**src/rtl/puf_pkg.sv**
```systemverilog
// puf_pkg
//   Shared definitions for the PUF response collector.
//   RESP_W      : width of the assembled response word (one bit per PUF cell)
//   SEL_W       : width of the cell index driven to the external 16:1 selector
//   puf_state_e : collector FSM state encoding
package puf_pkg;

    localparam int RESP_W = 16;
    localparam int SEL_W  = 4;

    typedef enum logic [2:0] {
        ST_IDLE   = 3'd0,
        ST_SETTLE = 3'd1,
        ST_SAMPLE = 3'd2,
        ST_STORE  = 3'd3,
        ST_DONE   = 3'd4
    } puf_state_e;

endpackage

```
**src/rtl/puf_majority_vote.sv**
```systemverilog
// puf_majority_vote
//   Counts the ones seen on bit_in while sample_en is high and reports
//   whether they are a strict majority of SAMPLES.
//   clk, rst_n : clock, asynchronous active-low reset
//   clear      : synchronous clear of the ones counter (wins over sample_en)
//   sample_en  : count bit_in on this edge
//   bit_in     : sampled cell bit
//   vote       : 1 when ones > SAMPLES/2 (combinational from the counter)
module puf_majority_vote #(
    parameter int SAMPLES = 3
) (
    input  logic clk,
    input  logic rst_n,
    input  logic clear,
    input  logic sample_en,
    input  logic bit_in,
    output logic vote
);

    localparam int CW = $clog2(SAMPLES + 1);

    logic [CW-1:0] ones;

    always_ff @(posedge clk or negedge rst_n) begin
        if (!rst_n) begin
            ones <= '0;
        end else if (clear) begin
            ones <= '0;
        end else if (sample_en && bit_in) begin
            ones <= ones + CW'(1);
        end
    end

    assign vote = (ones > CW'(SAMPLES / 2));

endmodule

```
**src/rtl/puf_resp_collector.sv**
```systemverilog
// puf_resp_collector
//   Walks the external 16:1 PUF selector through cells 0..15, lets each
//   selection settle, majority-votes SAMPLES reads of the cell and assembles
//   the 16-bit response, then offers it to a consumer.
//   clk, rst_n  : clock, asynchronous active-low reset
//   start       : request one acquisition (only looked at in IDLE)
//   bit_in      : cell bit returned by the external selector
//   sel         : cell index driven to the external selector
//   busy        : high in every state except IDLE
//   resp        : last complete response word (held until the next one)
//   resp_valid  : resp is offered to the consumer
//   resp_ready  : consumer accepts resp
//   dbg_state   : current FSM state, for observation only
//
// Handshake: the response transfers on a rising edge where resp_valid and
// resp_ready are both high. While resp_valid is high, resp does not change
// and resp_valid stays high until that transfer; resp_ready may be high
// before resp_valid rises, in which case DONE lasts a single cycle.
module puf_resp_collector
    import puf_pkg::*;
#(
    parameter int SETTLE_CYCLES = 4,
    parameter int SAMPLES       = 3
) (
    input  logic              clk,
    input  logic              rst_n,
    input  logic              start,
    input  logic              bit_in,
    output logic [SEL_W-1:0]  sel,
    output logic              busy,
    output logic [RESP_W-1:0] resp,
    output logic              resp_valid,
    input  logic              resp_ready,
    output puf_state_e        dbg_state
);

    if ((SAMPLES % 2) == 0 || SAMPLES < 1) begin : g_bad_samples
        $error("puf_resp_collector: SAMPLES must be odd and at least 1");
    end
    if (SETTLE_CYCLES < 1) begin : g_bad_settle
        $error("puf_resp_collector: SETTLE_CYCLES must be at least 1");
    end

    localparam int SET_W = $clog2(SETTLE_CYCLES + 1);
    localparam int SMP_W = $clog2(SAMPLES + 1);

    puf_state_e        state;
    logic [SET_W-1:0]  settle_cnt;
    logic [SMP_W-1:0]  samp_cnt;
    logic [RESP_W-1:0] shadow;
    logic [RESP_W-1:0] shadow_nxt;
    logic              vote;
    logic              vote_clear;
    logic              vote_en;

    // The ones counter is held clear while idle and while settling, so every
    // cell starts its SAMPLE window from zero without a separate clear pulse.
    assign vote_clear = (state == ST_IDLE) || (state == ST_SETTLE);
    assign vote_en    = (state == ST_SAMPLE);

    puf_majority_vote #(
        .SAMPLES (SAMPLES)
    ) u_vote (
        .clk       (clk),
        .rst_n     (rst_n),
        .clear     (vote_clear),
        .sample_en (vote_en),
        .bit_in    (bit_in),
        .vote      (vote)
    );

    // Shadow word with the current cell's vote merged in; used both for the
    // shadow update and for loading resp, so the last bit is not lost.
    always_comb begin
        shadow_nxt      = shadow;
        shadow_nxt[sel] = vote;
    end

    always_ff @(posedge clk or negedge rst_n) begin
        if (!rst_n) begin
            state      <= ST_IDLE;
            sel        <= '0;
            resp       <= '0;
            shadow     <= '0;
            settle_cnt <= '0;
            samp_cnt   <= '0;
        end else begin
            case (state)
                ST_IDLE: begin
                    if (start) begin
                        state      <= ST_SETTLE;
                        sel        <= '0;
                        shadow     <= '0;
                        settle_cnt <= '0;
                        samp_cnt   <= '0;
                    end
                end
                ST_SETTLE: begin
                    if (settle_cnt == SET_W'(SETTLE_CYCLES - 1)) begin
                        settle_cnt <= '0;
                        state      <= ST_SAMPLE;
                    end else begin
                        settle_cnt <= settle_cnt + SET_W'(1);
                    end
                end
                ST_SAMPLE: begin
                    if (samp_cnt == SMP_W'(SAMPLES - 1)) begin
                        samp_cnt <= '0;
                        state    <= ST_STORE;
                    end else begin
                        samp_cnt <= samp_cnt + SMP_W'(1);
                    end
                end
                ST_STORE: begin
                    shadow <= shadow_nxt;
                    if (sel == '1) begin
                        resp  <= shadow_nxt;
                        state <= ST_DONE;
                    end else begin
                        sel   <= sel + SEL_W'(1);
                        state <= ST_SETTLE;
                    end
                end
                ST_DONE: begin
                    if (resp_ready) begin
                        state <= ST_IDLE;
                    end
                end
                default: begin
                    state <= ST_IDLE;
                end
            endcase
        end
    end

    assign busy       = (state != ST_IDLE);
    assign resp_valid = (state == ST_DONE);
    assign dbg_state  = state;

endmodule
```
**config.mk**
```make
export PLATFORM = sky130hd
export DESIGN_NAME = puf_resp_collector
export DESIGN_NICKNAME = d
export VERILOG_FILES = /design/src/rtl/puf_pkg.sv /design/src/rtl/puf_majority_vote.sv /design/src/rtl/puf_resp_collector.sv
export SDC_FILE = /design/constraint.sdc
export NUM_CORES = 1
export LEC_CHECK = 0
export BUFFER_PORTS_ARGS = -buffer_cell sky130_fd_sc_hd__buf_2
export CORE_UTILIZATION = 50
export CTS_BUF_LIST = sky130_fd_sc_hd__clkbuf_8
export CTS_CLUSTER_DIAMETER = 150
export DETAILED_ROUTE_END_ITERATION = 8
export GPL_TIMING_DRIVEN = 1
export PLACE_DENSITY = 0.76
export SYNTH_ARGS = -nofsm -noshare
export SYNTH_HDL_FRONTEND = slang
export SYNTH_SLANG_ARGS = --single-unit
export TNS_END_PERCENT = 1
```
**constraint.sdc**
```tcl
create_clock -name clk -period 5.55 [get_ports clk]
set_input_delay 0.8325 -clock clk [delete_from_list [all_inputs] [get_ports clk]]
set_output_delay 0.8325 -clock clk [all_outputs]
set_load 0.01 [all_outputs]
```
==> impl_metrics.sql <==
INSERT INTO impl_metrics (metric_group, metric, value, unit) VALUES
('route', 'drcViolationCount', '0', ''),
('placed_design', 'dp.final_hpwl', '2.85', 'mm'),
('die', 'initial_standard_cell_utilization_of_the_core', '52.1', '%'),
('cts', 'post_cts_resized', '0', ''),
('timing', 'layout_worst_path_cycle_share', '42.1', '%'),
('die', 'core_region_area', '4350', 'um^2'),
('cells_and_area', 'fill_cells', '378', ''),
('worst_setup_path', 'cp-end-kind', 'output port', ''),
('cells_and_area', 'area_growth', '8.54', '%'),
('grt', 'grt_max_degree', '46', ''),
('timing', 'finalHoldViolCount', '0', ''),
('synth', 'synth_register_bits', '45', ''),
('placed_design', 'post_dp_cell_area', '2380', 'um^2'),
('route', 'route.vias.total', '1672', ''),
('pwr', 'p_leak', '1.29', 'nW'),
('timing', 'worst_slew_margin_rel', '34.7', '%'),
('synth', 'postSynthNetCount', '249', ''),
('cts', 'clk-insertion-delay-late', '300', 'ps'),
('cts', 'postCtsHoldBufs', '0', ''),
('synth', 'synth_top_family_by_area', 'simple AND/OR/NAND/NOR gates', ''),
('route', 'drtPass1Iterations', '5', ''),
('worst_setup_path', 'timing.critical_path.arrival', '1500', 'ps'),
('route', 'antenna_left', '0', ''),
('die', 'die_height', '69.4', 'um'),
('worst_setup_path', 'worst-setup-path-type', 'reg2out', ''),
('cells_and_area', 'final_core_utilization', '56.6', '%'),
('grt', 'groute.usage.overall', '19.6', '%'),
('route', 'initialDrtViolationCount', '143', ''),
('cts', 'cts_root_buf', 'sky130_fd_sc_hd__clkbuf_8', ''),
('pwr', 'total_power', '807', 'uW'),
('synth', 'syn-instance-count', '238', ''),
('timing', 'max_freq', '0.428', 'GHz'),
('cts', 'numCtsBuffers', '5', ''),
('route', 'via_per_inst', '5.41', ''),
('grt', 'grt_most_used_layer', 'met2', ''),
('grt', 'global_route.usage.met2', '30.9', '%'),
('grt', 'globalRouteMet3Util', '3.63', '%'),
('cells_and_area', 'layoutNonFillerInstCount', '309', ''),
('synth', 'post_synth_num_cell_types', '32', ''),
('run', 'maxCapViolations', '0', ''),
('timing', 'rsz0062_at_grt', 'false', ''),
('cts', 'htree_num_levels', '2', ''),
('die', 'top_level_ports', '30', ''),
('timing', 'fin_ws', '3210', 'ps'),
('cts', 'cts_post_setup_buffers_inserted', '0', ''),
('cts', 'number_of_sinks_on_the_clock_net', '45', ''),
('status', 'status', 'completed', ''),
('grt', 'globalRouteMet1Util', '26.7', '%'),
('synth', 'post_synth_xor_area_fraction', '0.772', '%'),
('timing', 'report.final.slew_viol_count', '0', ''),
('synth', 'synth.avg_cell_area', '9.54', 'um^2'),
('die', 'design.die.area', '4810', 'um^2'),
('grt', 'grt_remaining_overflow', '0', ''),
('timing', 'least_margin_pin_slew', '980', 'ps'),
('cts', 'max-clock-path-buffers', '2', ''),
('worst_setup_path', 'worstPathRequired', '4720', 'ps'),
('timing', 'fin_worst_skew', '3.77', 'ps'),
('route', 'wire_per_inst', '13.7', 'um'),
('cts', 'path_clk_slew', '80', 'ps'),
('synth', 'syn_area', '2270', 'um^2'),
('cells_and_area', 'diodes', '0', ''),
('timing', 'tightest_hold_margin', '475', 'ps'),
('pwr', 'power_per_cell_area', '328', 'nW/um^2'),
('placed_design', 'routabilityCongestion', '0.751', ''),
('cts', 'tritoncts_clock_tree', 'yes', ''),
('timing', 'fin_tns_setup', '0', 'ps'),
('min_path', 'hold_path.class', 'reg2reg', ''),
('synth', 'synth_compound_area_share', '9.65', '%'),
('placed_design', 'dp_worst_setup_slack', '3460', 'ps'),
('synth', 'fraction_of_the_yosys_area_taken_by_sequential_cells', '49.6', '%'),
('cells_and_area', 'final_nets', '267', '');
-- Yosys cell counts --
master / n / area [um^2]
sky130_fd_sc_hd__nand2_1: 56 / 210
sky130_fd_sc_hd__dfrtp_1: 45 / 1130
sky130_fd_sc_hd__mux2i_1: 24 / 240
sky130_fd_sc_hd__o21ai_0: 20 / 100
sky130_fd_sc_hd__nand3_1: 11 / 55.1
sky130_fd_sc_hd__nor2_1: 10 / 37.5
sky130_fd_sc_hd__clkbuf_1: 9 / 33.8
sky130_fd_sc_hd__inv_1: 7 / 26.3
sky130_fd_sc_hd__nor3_1: 7 / 35.0
sky130_fd_sc_hd__a21oi_1: 6 / 30.0
sky130_fd_sc_hd__ha_1: 6 / 75.1
sky130_fd_sc_hd__buf_2: 5 / 25.0
sky130_fd_sc_hd__nand2b_1: 4 / 25.0
sky130_fd_sc_hd__buf_6: 3 / 33.8
sky130_fd_sc_hd__mux2_2: 3 / 33.8
sky130_fd_sc_hd__a22o_1: 2 / 17.5
sky130_fd_sc_hd__a31oi_1: 2 / 12.5
sky130_fd_sc_hd__nor2b_1: 2 / 12.5
sky130_fd_sc_hd__or3_1: 2 / 12.5
sky130_fd_sc_hd__xnor2_1: 2 / 17.5
sky130_fd_sc_hd__a21o_1: 1 / 7.51
sky130_fd_sc_hd__a31o_2: 1 / 8.76
sky130_fd_sc_hd__a32o_1: 1 / 10.0
sky130_fd_sc_hd__buf_1: 1 / 3.75
sky130_fd_sc_hd__mux2_4: 1 / 15.0
sky130_fd_sc_hd__nand2b_4: 1 / 13.8
sky130_fd_sc_hd__nand3b_1: 1 / 7.51
sky130_fd_sc_hd__o211ai_1: 1 / 7.51
sky130_fd_sc_hd__o31a_1: 1 / 8.76
sky130_fd_sc_hd__o31ai_1: 1 / 7.51
sky130_fd_sc_hd__o32ai_1: 1 / 8.76
sky130_fd_sc_hd__or4_4: 1 / 11.3
-- worst paths after layout --
| kind | startpoint | end | slack [ps] | cells after the start |
|---|---|---|---|---|
| worst min register to register | resp[2] | resp[2] | 470 | 2 |
| max in group asynchronous | rst_n | shadow[2] | 4270 | 1 |
| worst min-delay path | resp[2] | resp[2] | 470 | 2 |
| worst max-delay path | dbg_state[2] | resp_valid | 3210 | 4 |
| worst max register to register | sel[2] | resp[3] | 3440 | 3 |
| min in group asynchronous | rst_n | resp[9] | 680 | 1 |
-- report_power, final --
part / leakage (nW) / switching, mW / internal (mW)
registers: 0.620 / 0.0497 / 0.355
clock network: 0.0519 / 0.107 / 0.0840
logic: 0.621 / 0.127 / 0.0838
-- final cells by class --
class,count,area [um^2],share of cell area (%)
Tap cell,52,65.1,2.64
Clock buffer,5,68.8,2.79
Sequential cell,45,1130,45.7
Multi-Input combinational cell,168,1020,41.4
Inverter,7,26.3,1.07
Timing Repair Buffer,29,145,5.89
Clock inverter,3,11.3,0.457
-- placed cells by master (no fill, tap or decap), types with 2 or more instances in the layout --
| cell type | n |
|---|---|
| sky130_fd_sc_hd__buf_2 | 29 |
| sky130_fd_sc_hd__o21ai_0 | 20 |
| sky130_fd_sc_hd__dfrtp_1 | 45 |
| sky130_fd_sc_hd__or3_1 | 2 |
| sky130_fd_sc_hd__mux2i_1 | 24 |
| sky130_fd_sc_hd__xnor2_1 | 2 |
| sky130_fd_sc_hd__ha_1 | 6 |
| sky130_fd_sc_hd__nand3_1 | 11 |
| sky130_fd_sc_hd__nor2_1 | 10 |
| sky130_fd_sc_hd__clkbuf_8 | 5 |
| sky130_fd_sc_hd__nor3_1 | 7 |
| sky130_fd_sc_hd__nor2b_1 | 2 |
| sky130_fd_sc_hd__mux2_2 | 3 |
| sky130_fd_sc_hd__inv_1 | 10 |
| sky130_fd_sc_hd__nand2b_1 | 4 |
| sky130_fd_sc_hd__a21oi_1 | 6 |
| sky130_fd_sc_hd__nand2_1 | 56 |
| sky130_fd_sc_hd__a31oi_1 | 2 |
| sky130_fd_sc_hd__a22o_1 | 2 |
-- critical path, cell delays in order, from the launching register on --
cell and delay, ps:
sky130_fd_sc_hd__dfrtp_1 530, sky130_fd_sc_hd__inv_1 110, sky130_fd_sc_hd__or3_1 390, sky130_fd_sc_hd__inv_1 60
sky130_fd_sc_hd__buf_2 120
-- cells by family after synthesis --
| kind of cell | Yosys count |
|---|---|
| and+or+nand+nor | 95 |
| buffers and inverters | 25 |
| adders and majority gates | 6 |
| AOI/OAI and AO/OA | 37 |
| muxes | 28 |
| DFF | 45 |
| xor gates and xnor gates | 2 |
-- flip-flops by register name, indices dropped and copies added (netlist names) --
signal / cells
resp: 16
dbg_state: 3
shadow: 15
sel: 4
samp_cnt: 2
settle_cnt: 3
u_vote.ones: 2
-- layer usage --
metal,part of all wire (%),wire length [um]
met2,47,2010
met3,3.7,158
met1,47,2000
met4,1.7,72
met5,0,0
(Power assumes the default switching activity.)
